[config.mk]
export PLATFORM = sky130hd
export DESIGN_NAME = perf_counters_vec
export DESIGN_NICKNAME = d
export VERILOG_FILES = /design/src/rtl/perf_pkg.sv /design/src/rtl/perf_cpi_div.sv /design/src/rtl/perf_counters_vec.sv
export SDC_FILE = /design/constraint.sdc
export NUM_CORES = 1
export LEC_CHECK = 0
export ABC_AREA = 1
export BUFFER_PORTS_ARGS = -buffer_cell sky130_fd_sc_hd__buf_2
export CORE_AREA = 2 2 398 400
export CTS_BUF_LIST = sky130_fd_sc_hd__clkbuf_8
export CTS_CLUSTER_DIAMETER = 100
export CTS_CLUSTER_SIZE = 10
export DETAILED_ROUTE_END_ITERATION = 7
export DIE_AREA = 0 0 400 402
export MAX_ROUTING_LAYER = met4
export SLEW_MARGIN = 20
export SYNTH_ARGS = -nofsm -noshare
export SYNTH_HDL_FRONTEND = slang
export SYNTH_SLANG_ARGS = --single-unit
[constraint.sdc]
create_clock -name clk -period 7.7 [get_ports clk]
set_input_delay 0.77 -clock clk [delete_from_list [all_inputs] [get_ports clk]]
set_output_delay 0.77 -clock clk [all_outputs]
set_load 0.02 [all_outputs]
[src/rtl/perf_pkg.sv]
// Shared constants and types for the performance-counter unit.
package perf_pkg;

  localparam int CNT_W_DEF = 32;
  localparam int Q_FRAC    = 8;

  localparam logic [4:0] PERF_REG_STALL = 5'd24;
  localparam logic [4:0] PERF_REG_CPI   = 5'd25;
  localparam logic [4:0] PERF_REG_ARITH = 5'd26;
  localparam logic [4:0] PERF_REG_MEM   = 5'd27;

  localparam logic [15:0] CPI_MAX = 16'hFFFF;

  typedef enum logic [1:0] {
    CPI_IDLE,
    CPI_DIV,
    CPI_DONE
  } cpi_state_t;

endpackage

[src/rtl/perf_cpi_div.sv]
// Restoring divider, one quotient bit per cycle, CNT_W+Q_FRAC cycles per divide.
module perf_cpi_div
  import perf_pkg::*;
#(
  parameter int CNT_W = CNT_W_DEF
) (
  input  logic                      clk,
  input  logic                      abort,
  input  logic                      start,
  input  logic [CNT_W+Q_FRAC-1:0]   dividend,
  input  logic [CNT_W-1:0]          divisor,
  output logic [CNT_W+Q_FRAC-1:0]   quotient,
  output logic                      done
);

  localparam int QW = CNT_W + Q_FRAC;
  localparam int BW = $clog2(QW + 1);

  logic [QW-1:0]    dvd;
  logic [CNT_W-1:0] rem;
  logic [CNT_W-1:0] dsr;
  logic [BW-1:0]    bits_left;
  logic             busy;

  logic [CNT_W:0]   rem_sh;
  logic [CNT_W-1:0] diff;
  logic             fits;

  // Remainder stays below the divisor, so the low CNT_W bits of the difference are exact.
  always_comb begin
    rem_sh = {rem, dvd[QW-1]};
    fits   = (rem_sh >= {1'b0, dsr});
    diff   = rem_sh[CNT_W-1:0] - dsr;
  end

  always_ff @(posedge clk) begin
    if (abort) begin
      busy      <= 1'b0;
      bits_left <= '0;
    end else if (start) begin
      dvd       <= dividend;
      rem       <= '0;
      dsr       <= divisor;
      bits_left <= BW'(QW);
      busy      <= 1'b1;
    end else if (busy) begin
      rem       <= fits ? diff : rem_sh[CNT_W-1:0];
      dvd       <= {dvd[QW-2:0], fits};
      bits_left <= bits_left - BW'(1);
      busy      <= (bits_left != BW'(1));
    end
  end

  // The quotient shifts into dvd in place; it is complete after the edge where done is high.
  assign done     = busy & (bits_left == BW'(1));
  assign quotient = dvd;

endmodule

[src/rtl/perf_counters_vec.sv]
// Performance counters (stall/arith/mem) and Q7.8 CPI for vector counter registers 24..27.
// PERF_SATURATE_EN: counters hold at all-ones instead of wrapping.
//
//   state    | meaning
//   CPI_IDLE | waiting for a non-zero retire count, snapshot on exit
//   CPI_DIV  | divider computing cycle_cnt*256 / ret_cnt
//   CPI_DONE | latch saturated quotient into cpi_q78
module perf_counters_vec
  import perf_pkg::*;
#(
  parameter int CNT_W = CNT_W_DEF
) (
  input  logic         clk,
  input  logic         rst,
  input  logic         stall,
  input  logic         retire,
  input  logic         is_arith,
  input  logic         is_mem,
  input  logic         perf_clear,
  output logic [255:0] stall_count_out,
  output logic [255:0] cycles_per_instruction_q78_out,
  output logic [255:0] arith_count_out,
  output logic [255:0] mem_access_count_out
);

  localparam int QW = CNT_W + Q_FRAC;

  logic [CNT_W-1:0] cycle_cnt;
  logic [CNT_W-1:0] stall_cnt;
  logic [CNT_W-1:0] ret_cnt;
  logic [CNT_W-1:0] arith_cnt;
  logic [CNT_W-1:0] mem_cnt;
  logic [15:0]      cpi_q78;
  logic [15:0]      cpi_sat;

  cpi_state_t       state;
  cpi_state_t       state_nxt;
  logic             div_start;
  logic             div_done;
  logic [QW-1:0]    quotient;
  logic             clr;

  assign clr = rst | perf_clear;

  function automatic logic [CNT_W-1:0] bump(input logic [CNT_W-1:0] v);
`ifdef PERF_SATURATE_EN
    return (&v) ? v : v + CNT_W'(1);
`else
    return v + CNT_W'(1);
`endif
  endfunction

  always_ff @(posedge clk) begin
    if (clr) begin
      cycle_cnt <= '0;
      stall_cnt <= '0;
      ret_cnt   <= '0;
      arith_cnt <= '0;
      mem_cnt   <= '0;
    end else begin
      cycle_cnt <= bump(cycle_cnt);
      if (stall)             stall_cnt <= bump(stall_cnt);
      if (retire)            ret_cnt   <= bump(ret_cnt);
      if (retire & is_arith) arith_cnt <= bump(arith_cnt);
      if (retire & is_mem)   mem_cnt   <= bump(mem_cnt);
    end
  end

  always_ff @(posedge clk) begin
    if (clr) state <= CPI_IDLE;
    else     state <= state_nxt;
  end

  always_comb begin
    state_nxt = state;
    div_start = 1'b0;
    case (state)
      CPI_IDLE: begin
        if (ret_cnt != '0) begin
          div_start = 1'b1;
          state_nxt = CPI_DIV;
        end
      end
      CPI_DIV:  if (div_done) state_nxt = CPI_DONE;
      CPI_DONE: state_nxt = CPI_IDLE;
      default:  state_nxt = CPI_IDLE;
    endcase
  end

  perf_cpi_div #(.CNT_W(CNT_W)) u_div (
    .clk      (clk),
    .abort    (clr),
    .start    (div_start),
    .dividend ({cycle_cnt, {Q_FRAC{1'b0}}}),
    .divisor  (ret_cnt),
    .quotient (quotient),
    .done     (div_done)
  );

  // Integer part wider than 8 bits cannot be represented in Q7.8.
  generate
    if (QW > 16) begin : g_sat
      always_comb cpi_sat = (|quotient[QW-1:16]) ? CPI_MAX : quotient[15:0];
    end else begin : g_nosat
      always_comb cpi_sat = quotient[15:0];
    end
  endgenerate

  always_ff @(posedge clk) begin
    if (clr)                    cpi_q78 <= '0;
    else if (state == CPI_DONE) cpi_q78 <= cpi_sat;
  end

  assign stall_count_out                = {{(256-CNT_W){1'b0}}, stall_cnt};
  assign arith_count_out                = {{(256-CNT_W){1'b0}}, arith_cnt};
  assign mem_access_count_out           = {{(256-CNT_W){1'b0}}, mem_cnt};
  assign cycles_per_instruction_q78_out = {240'b0, cpi_q78};

endmodule

## Word-level counts from Yosys, hierarchy flattened

Index checks and enable logic that the tools add are counted.

| word-level totals | value |
|---|---|
| bits in registers | 289 |
| input port bits | 7 |
| output and inout bits | 1024 |
| word-level logic and storage cells | 55 |

| operators by class | value |
|---|---|
| add/sub/neg operators | 7 |
| magnitude comparators | 1 |
| equality and inequality tests | 6 |
| muxes and demuxes | 14 |
| bitwise logic cells | 5 |
| reduce and logical (&&, ||, !) cells | 8 |

Operators by type and width:

| operator | count |
|---|---|
| $add A32 B1 Y32 const B | 5 |
| $mux W40 | 2 |
| $mux W32 | 2 |
| $ge A33 B32 Y1 | 1 |
| $reduce_bool A32 Y1 | 1 |
| $sub A32 B32 Y32 | 1 |
| $reduce_or A24 Y1 | 1 |
| $mux W16 | 1 |
| $mux W6 | 2 |
| $eq A6 B1 Y1 const B | 1 |
| $ne A6 B1 Y1 const B | 1 |
| $reduce_and A2 Y1 | 3 |
| $sub A6 B1 Y6 const B | 1 |
| $mux W1 | 4 |
| $mux W2 | 2 |
| $ne A2 B2 Y1 const B | 2 |
| $pmux W2 S2 | 1 |
| $and A1 B1 Y1 | 3 |
| $eq A2 B1 Y1 const B | 1 |
| $eq A2 B2 Y1 const B | 1 |
| $logic_not A2 Y1 | 1 |
| $reduce_bool A2 Y1 | 1 |
| $reduce_or A2 Y1 | 1 |
| $not A1 Y1 | 1 |
| $or A1 B1 Y1 | 1 |

## Logic depth before layout (Yosys ltp)

Gate-level depths: netlist of the first run.

| logic depth | value |
|---|---|
| depth after elaboration | 5 |
| depth in mapped cells | 17 |
| depth with buffers taken out | 15 |

## By module

A second synthesis of the first run with hierarchy kept.

| second synthesis, totals | value |
|---|---|
| cell total of the unflattened synthesis | 3445 |
| area total of the unflattened synthesis | 23684.0 sq um |

Modules (own cells, without submodules):

| module | times used | cells an instance | area each (sq um) | seq. area each (sq um) |
|---|---|---|---|---|
| perf_counters_vec | 1 | 2427 | 16281.9 | 3563.4 |
| perf_cpi_div | 1 | 1018 | 7402.1 | 3263.1 |

## Worst setup path after synthesis of the first run

No wires, ideal clock.

| timing | value |
|---|---|
| path kind | input port to flip-flop |
| start | input perf_clear |
| end | register u_div.dvd[0], in the netlist u_div.quotient[0], enable pin |
| data arrival time | 3.041 ns |
| data required time | 7.268 ns |
| slack | 4.227 ns |
| cell stages on the path | 4 |
| path buffers | 1 |
| cell sequence | nor2_1 clkbuf_1 nand2_1 nand2_1 |

| between the ends | value |
|---|---|
| longest elaborated chain between the ends | 3 |

RTL lines:

| element | RTL line | RTL |
|---|---|---|
| start, declared | perf_counters_vec.sv:19 | `input logic perf_clear,` |
| $or A1 B1 Y1 | perf_counters_vec.sv:43 | `assign clr = rst \| perf_clear;` |
| $not A1 Y1 (no source line) | -- |  |
| $reduce_and A2 Y1 (no source line) | -- |  |
| end signal, assigned | perf_cpi_div.sv:41 | `dvd <= dividend;` |
| end signal, assigned | perf_cpi_div.sv:48 | `dvd <= {dvd[QW-2:0], fits};` |
| end, declared | perf_cpi_div.sv:19 | `logic [QW-1:0] dvd;` |

No other way between the ends.
A chain may end at the register's enable or synchronous reset.

## Final worst setup path of the first run

| timing | value |
|---|---|
| start | register ret_cnt[0] |
| end | register u_div.rem[25], enable pin |

| between the ends | value |
|---|---|
| longest elaborated chain between the ends | 5 |

RTL lines:

| element | RTL line | RTL |
|---|---|---|
| start, declared | perf_counters_vec.sv:30 | `logic [CNT_W-1:0] ret_cnt;` |
| start signal, assigned | perf_counters_vec.sv:63 | `if (retire) ret_cnt <= bump(ret_cnt);` |
| $reduce_bool A32 Y1 | perf_counters_vec.sv:79 | `if (ret_cnt != '0) begin` |
| $mux W1 | perf_counters_vec.sv:79 |  |
| $mux W1 | perf_counters_vec.sv:77 | `case (state)` |
| $reduce_bool A2 Y1 (no source line) | -- |  |
| $reduce_and A2 Y1 (no source line) | -- |  |
| end signal, assigned | perf_cpi_div.sv:47 | `rem <= fits ? diff : rem_sh[CNT_W-1:0];` |
| end, declared | perf_cpi_div.sv:20 | `logic [CNT_W-1:0] rem;` |

No other way between the ends.

==> impl_metrics.env, run 1 <==
export IMPL_status="completed"
export IMPL_n_antenna_cell=0
export IMPL_grt_overflow=0
export IMPL_cp_end_kind="flip-flop"
export IMPL_timing_slew_headroom=0.318
export IMPL_synth_top_family_by_area="buffers and inverters"
export IMPL_layout_common_cells="912 x conb_1, 575 x nand2_1, 380 x inv_1"
export IMPL_fp_dieH_um=402
export IMPL_routed_via_density=3.11
export IMPL_dp_cells=5339
export IMPL_die_area_mm2=0.161
export IMPL_worst_slew_pin_slew_ps=1020
export IMPL_synthAdderAreaFrac=0.0227
export IMPL_cts_repair_resized=0
export IMPL_grt_pass1_vias=14000
export IMPL_cts_clk_slew_worst_paths_ps=70
export IMPL_yosys_area_top_type="buf_4"
export IMPL_slew_violations=0
export IMPL_ys_top_cells_by_area="buf_4 30%, dfxtp_1 16%, edfxtp_1 14%"
export IMPL_drv_cap=0
export IMPL_critPathLaunch="ret_cnt[0]$_SDFFE_PP0P_"
export IMPL_final_common_cell="conb_1"
export IMPL_synth_seq_cells=289
export IMPL_cts_sinks=289
export IMPL_rsz0062_at_grt="no"
export IMPL_path_class="reg -> reg"
export IMPL_hold_start="stall_cnt[8]$_SDFFE_PP0P_"
export IMPL_hp_class="reg -> reg"
export IMPL_required_ps=7880
export IMPL_dr_first_iter_drc_count=922
export IMPL_holdWs_ps=479
export IMPL_post_dp_hpwl_um=37200
export IMPL_period_share=0.427
export IMPL_io_buffers=118
export IMPL_fin_setup_tns_ps=0
export IMPL_clk_latency_ps=590
export IMPL_cts_root_buf="clkbuf_8"
export IMPL_yosysWarnings=0
export IMPL_fp_dieW_um=400
export IMPL_clock_tree_buffer_depth=3
export IMPL_globalplace_congestion=0.876
export IMPL_ios=1031
export IMPL_leakagePower_uw=0.0105
export IMPL_post_drt_wl_per_cell_um=8.94
export IMPL_num_rows=146
export IMPL_drt_pass1_iterations=5
export IMPL_syn_area_mm2=0.0229
export IMPL_synth_compound_gate_area_share=0.0576
export IMPL_synth_mux_area_frac=0
export IMPL_post_cts_setup_buffers=0
export IMPL_worstPathMaxFanout=72
export IMPL_worstPathArrival_ps=3460
export IMPL_fin_util=0.147
export IMPL_design_area_mm2=0.0231
export IMPL_grt_pass1_wl_um=72400
export IMPL_cts_buffers=35
export IMPL_grt_max_degree=73
export IMPL_synthToLayoutAreaGrowth_pct=0.786
export IMPL_place_area_mm2=0.0225
export IMPL_antenna_found_initial=0
export IMPL_cp_start_kind="flip-flop"
export IMPL_netlist_area_leader_share=0.302
export IMPL_power_density_mw_per_mm2=141
export IMPL_hold_viol=0
export IMPL_nets=3352
export IMPL_seq_area_frac_synth=0.298
export IMPL_setup_viol=0
export IMPL_coreArea_mm2=0.157
export IMPL_drcViolationCount=0
export IMPL_drtAntennaViolNets=0
export IMPL_grtUsageTotal=0.0555
export IMPL_drive_gt1_frac=0.0653
export IMPL_r2r_start="ret_cnt[0]$_SDFFE_PP0P_"
export IMPL_syn_area_per_cell_um2=7.19
export IMPL_via_count=16800
export IMPL_synth_xor_area_frac=0.0168
export IMPL_wl_um=48300
export IMPL_post_layout_nonfiller_instances=5396
export IMPL_synthCells=3189
export IMPL_clock_skew_ps=36.4
export IMPL_cts_hold_buf=0
export IMPL_cts_tree="done"
export IMPL_htree_levels=2
export IMPL_fin_crit_ps=3280
export IMPL_initial_utilization=0.146
export IMPL_yosysUniqueCellTypes=46
export IMPL_synth_simple_area_share=0.235
export IMPL_ir_worst_vdd_mv=0.0979
export IMPL_fillCellCount=18200
export IMPL_fmax_mhz=304
-- power breakdown --
part,leakage (uW),switching [uW],internal [uW]
clock network,0.000372,589,460
logic,0.00764,542,61.7
registers,0.00246,11.1,1600
-- sequential cells by signal, summed over array words and instances (netlist names) --
name / count
u_div.quotient: 40
u_div.rem: 32
u_div.dsr: 32
u_div.busy: 1
arith_cnt: 32
u_div.bits_left: 6
mem_cnt: 32
state: 2
cpi_q78: 16
stall_cnt: 32
cycle_cnt: 32
ret_cnt: 32
-- critical path, stage by stage, from the launching register on --
cell and delay, ps:
dfxtp_1 420, inv_1 70, ha_1 190, nor3b_1 130
nand4_1 160, nor2_1 70, nor2_1 640, nand2_1 250
nand2_2 100, buf_4 760
-- metal layers --
layer  global-route usage  wire length, um  vias to the layer above
li1                     -                -                     8419
met1               0.0704            20900                     7628
met2               0.0896            22800                      652
met3               0.0105             3500                       58
met4               0.0152             1020                        0
met5                    -                0                        -
-- synth_stat cells, drive strengths merged --
cell type	number
xnor2	7
nand3	111
a31oi	2
nand2	586
buf	935
nand3b	19
o21bai	1
xor2	37
nor2	326
clkinv	1
dfxtp	185
nor4	27
ha	40
clkbuf	23
inv	368
and3	3
nor3b	7
fa	1
conb	1
a221oi	1
a21oi	124
or2	4
a21o	2
and2	8
edfxtp	104
nor3	100
a211oi	1
nand4	41
o21a	10
a31o	1
o21ai	113
-- final cells by class --
| class | count | area (um2) | area share |
|---|---|---|---|
| Clock buffer | 35 | 482 | 0.0208 |
| Clock inverter | 22 | 125 | 0.00541 |
| Inverter | 369 | 1390 | 0.0602 |
| Multi-Input combinational cell | 2484 | 11100 | 0.478 |
| Sequential cell | 289 | 6830 | 0.295 |
| Tap cell | 2072 | 2590 | 0.112 |
| Timing Repair Buffer | 125 | 643 | 0.0278 |
-- metrics by stage --
step           setup WS (ps)  total power (uW)
2_1_floorplan           4230              2550
4_1_cts                 4330              3310
3_3_place_gp            4400              2240
5_1_grt                 4070              3430
3_5_place_dp            4350              2240
6_report                4420              3270
-- final timing paths --
| kind | endpoint | depth (start not counted) | slack [ps] |
|---|---|---|---|
| worst max-delay path | u_div.rem[25]$_SDFFCE_PP0P_ | 9 | 4420 |
| worst min register to register | stall_cnt[8]$_SDFFE_PP0P_ | 2 | 480 |
| worst min-delay path | stall_cnt[8]$_SDFFE_PP0P_ | 2 | 480 |
| worst max register to register | u_div.rem[25]$_SDFFCE_PP0P_ | 9 | 4420 |
-- cells by family (layout without fill, tap and decap cells) --
logic type	count (synthesis)	count (layout)
xor gates and xnor gates	44	44
AOI/OAI and AO/OA	255	255
DFF	289	289
other	1	912
buffers and inverters	1327	551
adders and majority gates	41	41
and+or+nand+nor	1232	1232
Power figures use the tool's default switching activity.
==> run 2: changes to the inputs <==
clock period = 3.4 ns   (was 7.7 ns; I/O delays follow)
==> run 2 against run 1 <==
Compared with the run above: count of clock-buffer cells in the layout unchanged; worst hold slack worse by 380 ps; largest cell class unchanged; final cell count is essentially flat; design area grew 0.16%; sequential cell count did not move; largest power group unchanged; register-to-register slack worse by 3600 ps; clock power rose by 120%; sequential power rose by 130%; wire length up 1.8%; global-route usage increased by 0.12 points; sequential share of layout area is essentially flat; critical path depth up 3.
==> impl_metrics.env, run 2 (synthesized netlist as in run 1, its figures left out) <==
export IMPL_intPower_uw=4750
export IMPL_hp_class="in -> reg"
export IMPL_cts_hold_buf=0
export IMPL_coreArea_mm2=0.157
export IMPL_synthToLayoutAreaGrowth_pct=0.944
export IMPL_cts_sinks=289
export IMPL_via_count=16800
export IMPL_cts_clk_slew_worst_paths_ps=90
export IMPL_power_density_mw_per_mm2=319
export IMPL_fp_dieW_um=400
export IMPL_path_class="reg -> reg"
export IMPL_io_buffers=118
export IMPL_worstPathMaxFanout=25
export IMPL_ios=1031
export IMPL_clock_power_share=0.318
export IMPL_cp_start_kind="flip-flop"
export IMPL_antenna_found_initial=0
export IMPL_cts_repair_resized=0
export IMPL_cts_root_buf="clkbuf_8"
export IMPL_drtAntennaViolNets=0
export IMPL_drcViolationCount=0
export IMPL_drv_cap=0
export IMPL_switching_power_uw=2630
export IMPL_dr_first_iter_drc_count=987
export IMPL_clk_latency_ps=610
export IMPL_post_drt_wl_per_cell_um=9.10
export IMPL_htree_levels=2
export IMPL_cts_buffers=35
export IMPL_clock_tree_buffer_depth=3
export IMPL_drive_gt1_frac=0.0664
export IMPL_post_layout_nonfiller_instances=5400
export IMPL_setup_viol=0
export IMPL_initial_utilization=0.146
export IMPL_pwr_share_comb=0.186
export IMPL_routed_via_density=3.10
export IMPL_layout_common_cells="912 x conb_1, 575 x nand2_1, 380 x inv_1"
export IMPL_final_common_cell="conb_1"
export IMPL_required_ps=3740
export IMPL_fillCellCount=18100
export IMPL_fin_setup_tns_ps=0
export IMPL_fp_dieH_um=402
export IMPL_worst_slew_pin_slew_ps=792
export IMPL_post_cts_setup_buffers=0
export IMPL_clock_skew_ps=41.8
export IMPL_n_antenna_cell=0
export IMPL_slew_violations=0
export IMPL_grt_overflow=0
export IMPL_leakagePower_uw=0.0105
export IMPL_globalplace_congestion=0.885
export IMPL_drt_pass1_iterations=5
export IMPL_hold_viol=0
export IMPL_post_dp_hpwl_um=38100
export IMPL_period_share=0.773
export IMPL_cts_tree="done"
export IMPL_largest_reg_flops=40
export IMPL_grt_pass1_vias=14400
export IMPL_worstPathArrival_ps=2970
export IMPL_status="completed"
export IMPL_ir_worst_vdd_mv=0.242
export IMPL_dp_cells=5342
export IMPL_fmax_mhz=380
export IMPL_rsz0062_at_grt="no"
export IMPL_wl_um=49200
export IMPL_fin_crit_ps=2630
export IMPL_num_rows=146
export IMPL_sw_frac_of_total=0.356
export IMPL_timing_slew_headroom=0.471
export IMPL_die_area_mm2=0.161
export IMPL_rrSetupSlack_ps=770
export IMPL_cp_end_kind="flip-flop"
export IMPL_grt_max_degree=64
export IMPL_nets=3355
export IMPL_grt_pass1_wl_um=73900
export IMPL_grtUsageTotal=0.0567
export IMPL_pwr_share_seq=0.495
## run 2: cell count changes in the layout (fill, tap and decap cells not counted), sizes merged
cell	change
buf	+3
bufinv	-1
clkinv	+1
inv	+1
## run 2: through the flow
stage	hold slack (ps)	total power [uW]	cell area, um2	worst slack, ps	utilization
after floorplan	431	5770	26300	222	-
after global placement	453	5080	22600	782	0.144
after detailed placement	462	5080	22600	786	0.144
after CTS	42.1	7490	23100	755	0.147
after global routing	87.5	7760	23100	455	0.147
final	94.2	7380	23100	772	0.147
## run 2: layer usage
metal | track usage | vias to the layer above | wire length (um)
li1 | - | 8426 | -
met1 | 0.0691 | 7598 | 20700
met2 | 0.0941 | 665 | 23800
met3 | 0.0121 | 63 | 3660
met4 | 0.0152 | 0 | 992
met5 | - | - | 0
## run 2: critical path, cell delays in order (launching register included)
cell      delay [ps]
edfxtp_1         420
ha_1             380
nand2_1          120
nor2_1           270
nand2_1           90
inv_1            100
nand2_1           90
nand2_2           90
nand2_4          220
nand2_8          230
inv_6            130
nor2_1           150
nor2_1            50
## run 2: power groups by stage
stage	Clock (uW)	Sequential (uW)	Combinational [uW]
3_5_place_dp	0	3730	1350
3_3_place_gp	0	3730	1350
5_1_grt	2580	3660	1520
6_report	2350	3650	1380
2_1_floorplan	0	3730	2040
4_1_cts	2480	3650	1350
## run 2: final timing paths
path,startpoint,endpoint,cells after the start
setup / recovery,u_div.rem[11]$_SDFFCE_PP0P_,u_div.rem[30]$_SDFFCE_PP0P_,12
hold / removal,rst,cycle_cnt[31]$_SDFF_PP0_,4
setup reg to reg,u_div.rem[11]$_SDFFCE_PP0P_,u_div.rem[30]$_SDFFCE_PP0P_,12
hold reg to reg,stall_cnt[8]$_SDFFE_PP0P_,stall_cnt[8]$_SDFFE_PP0P_,2
## run 2: final cells by class
type                    instances  area, um2  share of cell area
multi-input cells            2484      11100               0.477
flip-flops and latches        289       6830               0.295
well taps                    2072       2590               0.112
inverters                     369       1390              0.0601
repair buffers                128        691              0.0298
clock buffers                  35        482              0.0208
clock inverters                23        114             0.00492
==> run 3: changes to the inputs <==
ABC_AREA = 0   (was 1)
CORE_AREA = 2 2 400 402   (was 2 2 398 400)
DIE_AREA = 0 0 402 404   (was 0 0 400 402)
clock period = 2.55 ns   (was 3.4 ns; I/O delays follow)
==> run 3 against run 2 <==
Compared with the run above: the flow now finishes with violations (negative setup slack); sequential power grew 33%; total power grew 33%; combinational power grew 28%; wire length shrank 12%; final cell count shrank 12%; core utilization shrank 0.51 points; synthesized cell count shrank 25%; die area grew 1.0%; synthesized area shrank 9.9%; clock power grew 37%; non-clock buffer count grew 141; global-route usage shrank 0.85 points; critical path type unchanged; largest cell class unchanged.
==> impl_metrics.env, run 3 <==
export IMPL_ios=1031
export IMPL_place_area_mm2=0.0213
export IMPL_post_dp_hpwl_um=32900
export IMPL_crit_top_cell="nand4_1"
export IMPL_leakagePower_uw=0.00984
export IMPL_die_area_mm2=0.162
export IMPL_ir_worst_vdd_mv=0.256
export IMPL_cts_sinks=289
export IMPL_grt_overflow=0
export IMPL_rrSetupSlack_ps=-90
export IMPL_largest_reg_flops=40
export IMPL_power_density_mw_per_mm2=438
export IMPL_yosysWarnings=0
export IMPL_cts_buffers=36
export IMPL_rsz0062_at_grt="yes"
export IMPL_drt_met1_wl_um=18300
export IMPL_layout_common_cells="912 x conb_1, 205 x nor2_1, 204 x nand2_1"
export IMPL_routed_via_density=2.82
export IMPL_wl_met3_um=2850
export IMPL_required_ps=2930
export IMPL_nets=2697
export IMPL_synth_seq_cells=289
export IMPL_fmax_mhz=379
export IMPL_dr_first_iter_drc_count=613
export IMPL_worst_slew_pin_slew_ps=671
export IMPL_ys_top_cells_by_area="buf_4 33%, dfxtp_1 18%, edfxtp_1 15%"
export IMPL_worstPathMaxFanout=4
export IMPL_ys_top_cells_by_count="915 x buf_4, 213 x nor2_1, 207 x nand2_1"
export IMPL_via_count=13400
export IMPL_yosysUniqueCellTypes=61
export IMPL_crit_cells=9
export IMPL_synth_edf_count=104
export IMPL_fin_setup_tns_ps=-1080
export IMPL_synth_mux_area_frac=0.0102
export IMPL_post_synth_top_count_cell="buf_4"
export IMPL_synth_xor_area_frac=0.0687
export IMPL_grt_max_degree=97
export IMPL_io_buffers=118
export IMPL_top_layer="met4"
export IMPL_syn_area_mm2=0.0207
export IMPL_drcViolationCount=0
export IMPL_dp_worst_setup_slack_ps=-234
export IMPL_path_cells="ha_4 > nand4_1 > or3_4 > a211oi_4 > or3b_1 > nand2_1 > o41a_1 > nand4_1 > o221ai_2"
export IMPL_status="complete, but fails checks"
export IMPL_post_drt_wl_per_cell_um=9.08
export IMPL_hold_viol=0
export IMPL_cp_slowest_cell="edfxtp_1"
export IMPL_clk_latency_ps=650
export IMPL_cp_end_kind="flip-flop"
export IMPL_coreArea_mm2=0.158
export IMPL_grt_pass1_wl_um=60900
export IMPL_hold_depth=4
export IMPL_drive_gt1_frac=0.152
export IMPL_hp_class="in -> reg"
export IMPL_crit_family="simple AND/OR/NAND/NOR gates"
export IMPL_netlist_area_leader_share=0.332
export IMPL_timing_slew_headroom=0.548
export IMPL_setup_viol=25
export IMPL_cts_root_buf="clkbuf_8"
export IMPL_clock_skew_ps=40.7
export IMPL_reg2reg_depth=9
export IMPL_hold_end="u_div.bits_left[0]$_SDFFE_PP0P_"
export IMPL_synthAdderAreaFrac=0.0252
export IMPL_htree_levels=2
export IMPL_rr_endpoint="u_div.rem[31]$_SDFFCE_PP0P_"
export IMPL_drt_pass1_iterations=5
export IMPL_holdWs_ps=109
export IMPL_slowest_delay_ps=440
export IMPL_met2RoutedLength_um=20800
export IMPL_initial_utilization=0.131
export IMPL_fin_crit_ps=2640
export IMPL_design_area_mm2=0.0224
export IMPL_wl_um=43100
export IMPL_synth_top_family_by_area="buffers and inverters"
export IMPL_worstPathArrival_ps=3020
export IMPL_r2r_start="u_div.rem[7]$_SDFFCE_PP0P_"
export IMPL_path_class="reg -> reg"
export IMPL_grt_pass1_vias=11000
export IMPL_drv_cap=0
export IMPL_drtAntennaViolNets=0
export IMPL_fp_dieW_um=402
export IMPL_violations="negative setup slack"
export IMPL_period_share=1.04
export IMPL_slew_violations=0
export IMPL_fp_dieH_um=404
export IMPL_seq_area_frac_synth=0.330
export IMPL_cts_tree="done"
export IMPL_hold_start="rst"
export IMPL_cp_start_kind="flip-flop"
export IMPL_antenna_found_initial=3
export IMPL_cts_clk_slew_worst_paths_ps=80
export IMPL_globalplace_congestion=0.870
export IMPL_final_common_cell="conb_1"
export IMPL_yosys_area_top_type="buf_4"
export IMPL_synth_ff_type="dfxtp_1"
export IMPL_synthArstFlopShare=0
export IMPL_synth_compound_gate_area_share=0.0620
export IMPL_path_buf_inv=0
export IMPL_clock_tree_buffer_depth=3
export IMPL_synthCells=2396
export IMPL_p_total_uw=9840
export IMPL_synthToLayoutAreaGrowth_pct=8.63
export IMPL_synth_simple_area_share=0.148
export IMPL_syn_area_per_cell_um2=8.62
export IMPL_setup_ws_ps=-91.0
export IMPL_num_rows=146
export IMPL_grtUsageTotal=0.0481
run 3: changes by cell type in the layout (fill, tap and decap cells not counted), moves of 69 or more:
cell / change
xor2_1: +76
nand2_1: -371
nor2_1: -100
a21oi_1: -70
buf_4: +129
o21ai_0: -69
nor3_1: -82
inv_1: -304
run 3: how the worst max path moves through the flow:
stage	from	endpoint
6_report	u_div.rem[7]$_SDFFCE_PP0P_	u_div.rem[31]$_SDFFCE_PP0P_
5_1_grt	u_div.dsr[1]$_DFFE_PP_	u_div.rem[25]$_SDFFCE_PP0P_
4_1_cts	u_div.rem[11]$_SDFFCE_PP0P_	u_div.rem[31]$_SDFFCE_PP0P_
3_5_place_dp	u_div.rem[13]$_SDFFCE_PP0P_	u_div.rem[31]$_SDFFCE_PP0P_
3_3_place_gp	u_div.dsr[19]$_DFFE_PP_	u_div.rem[31]$_SDFFCE_PP0P_
2_1_floorplan	ret_cnt[0]$_SDFFE_PP0P_	u_div.quotient[0]$_SDFFCE_PP0P_
run 3: power breakdown:
group / switching, uW / total [uW] / internal [uW]
registers: 31.5 / 4850 / 4810
clock network: 1890 / 3220 / 1330
logic: 1540 / 1770 / 237
run 3: cell families after synthesis:
family                   Yosys count
buffers and inverters           1025
AND/OR/NAND/NOR                  665
flip-flops                       289
AO/OA/AOI/OAI                    192
XOR/XNOR                         162
adder cells (fa/ha/maj)           41
multiplexers                      21
other                              1
run 3: worst register-to-register path, delay by kind of cell, from the launching register on:
kind / cells / cell delay (ps)
AND/OR/NAND/NOR: 5 / 930
flip-flops: 1 / 440
AO/OA/AOI/OAI: 3 / 740
adder cells (fa/ha/maj): 1 / 310
run 3: repair_timing:
action | 4_1_cts | 5_1_grt
setup endpoints to repair | 33 | 35
pin swaps | 13 | 17
hold buffers | 4 | 0
endpoints found under the hold margin | 12 | 0
buffers inserted | 4 | 10
resized for setup | 38 | 32
cloned | 0 | 0
run 3: metal layers:
layer | global-route usage | vias up
met3 | 0.0132 | 58
met2 | 0.0733 | 464
met5 | - | -
li1 | - | 6553
met4 | 0.0181 | 0
met1 | 0.0605 | 6305
run 3: final cells by class:
class | instances | area (um2)
Tap cell | 2072 | 2590
Sequential cell | 289 | 6830
Clock buffer | 36 | 495
Antenna cell | 5 | 12.5
Multi-Input combinational cell | 1993 | 10300
Clock inverter | 23 | 120
Fill cell | 18000 | 135000
Timing Repair Buffer | 269 | 1820
Inverter | 60 | 225
run 3: metrics by stage:
step,utilization,instances
after global routing,0.142,4747
after CTS,0.141,4732
after global placement,0.135,4665
final,0.142,4747
after detailed placement,0.135,4665
after floorplan,-,3307
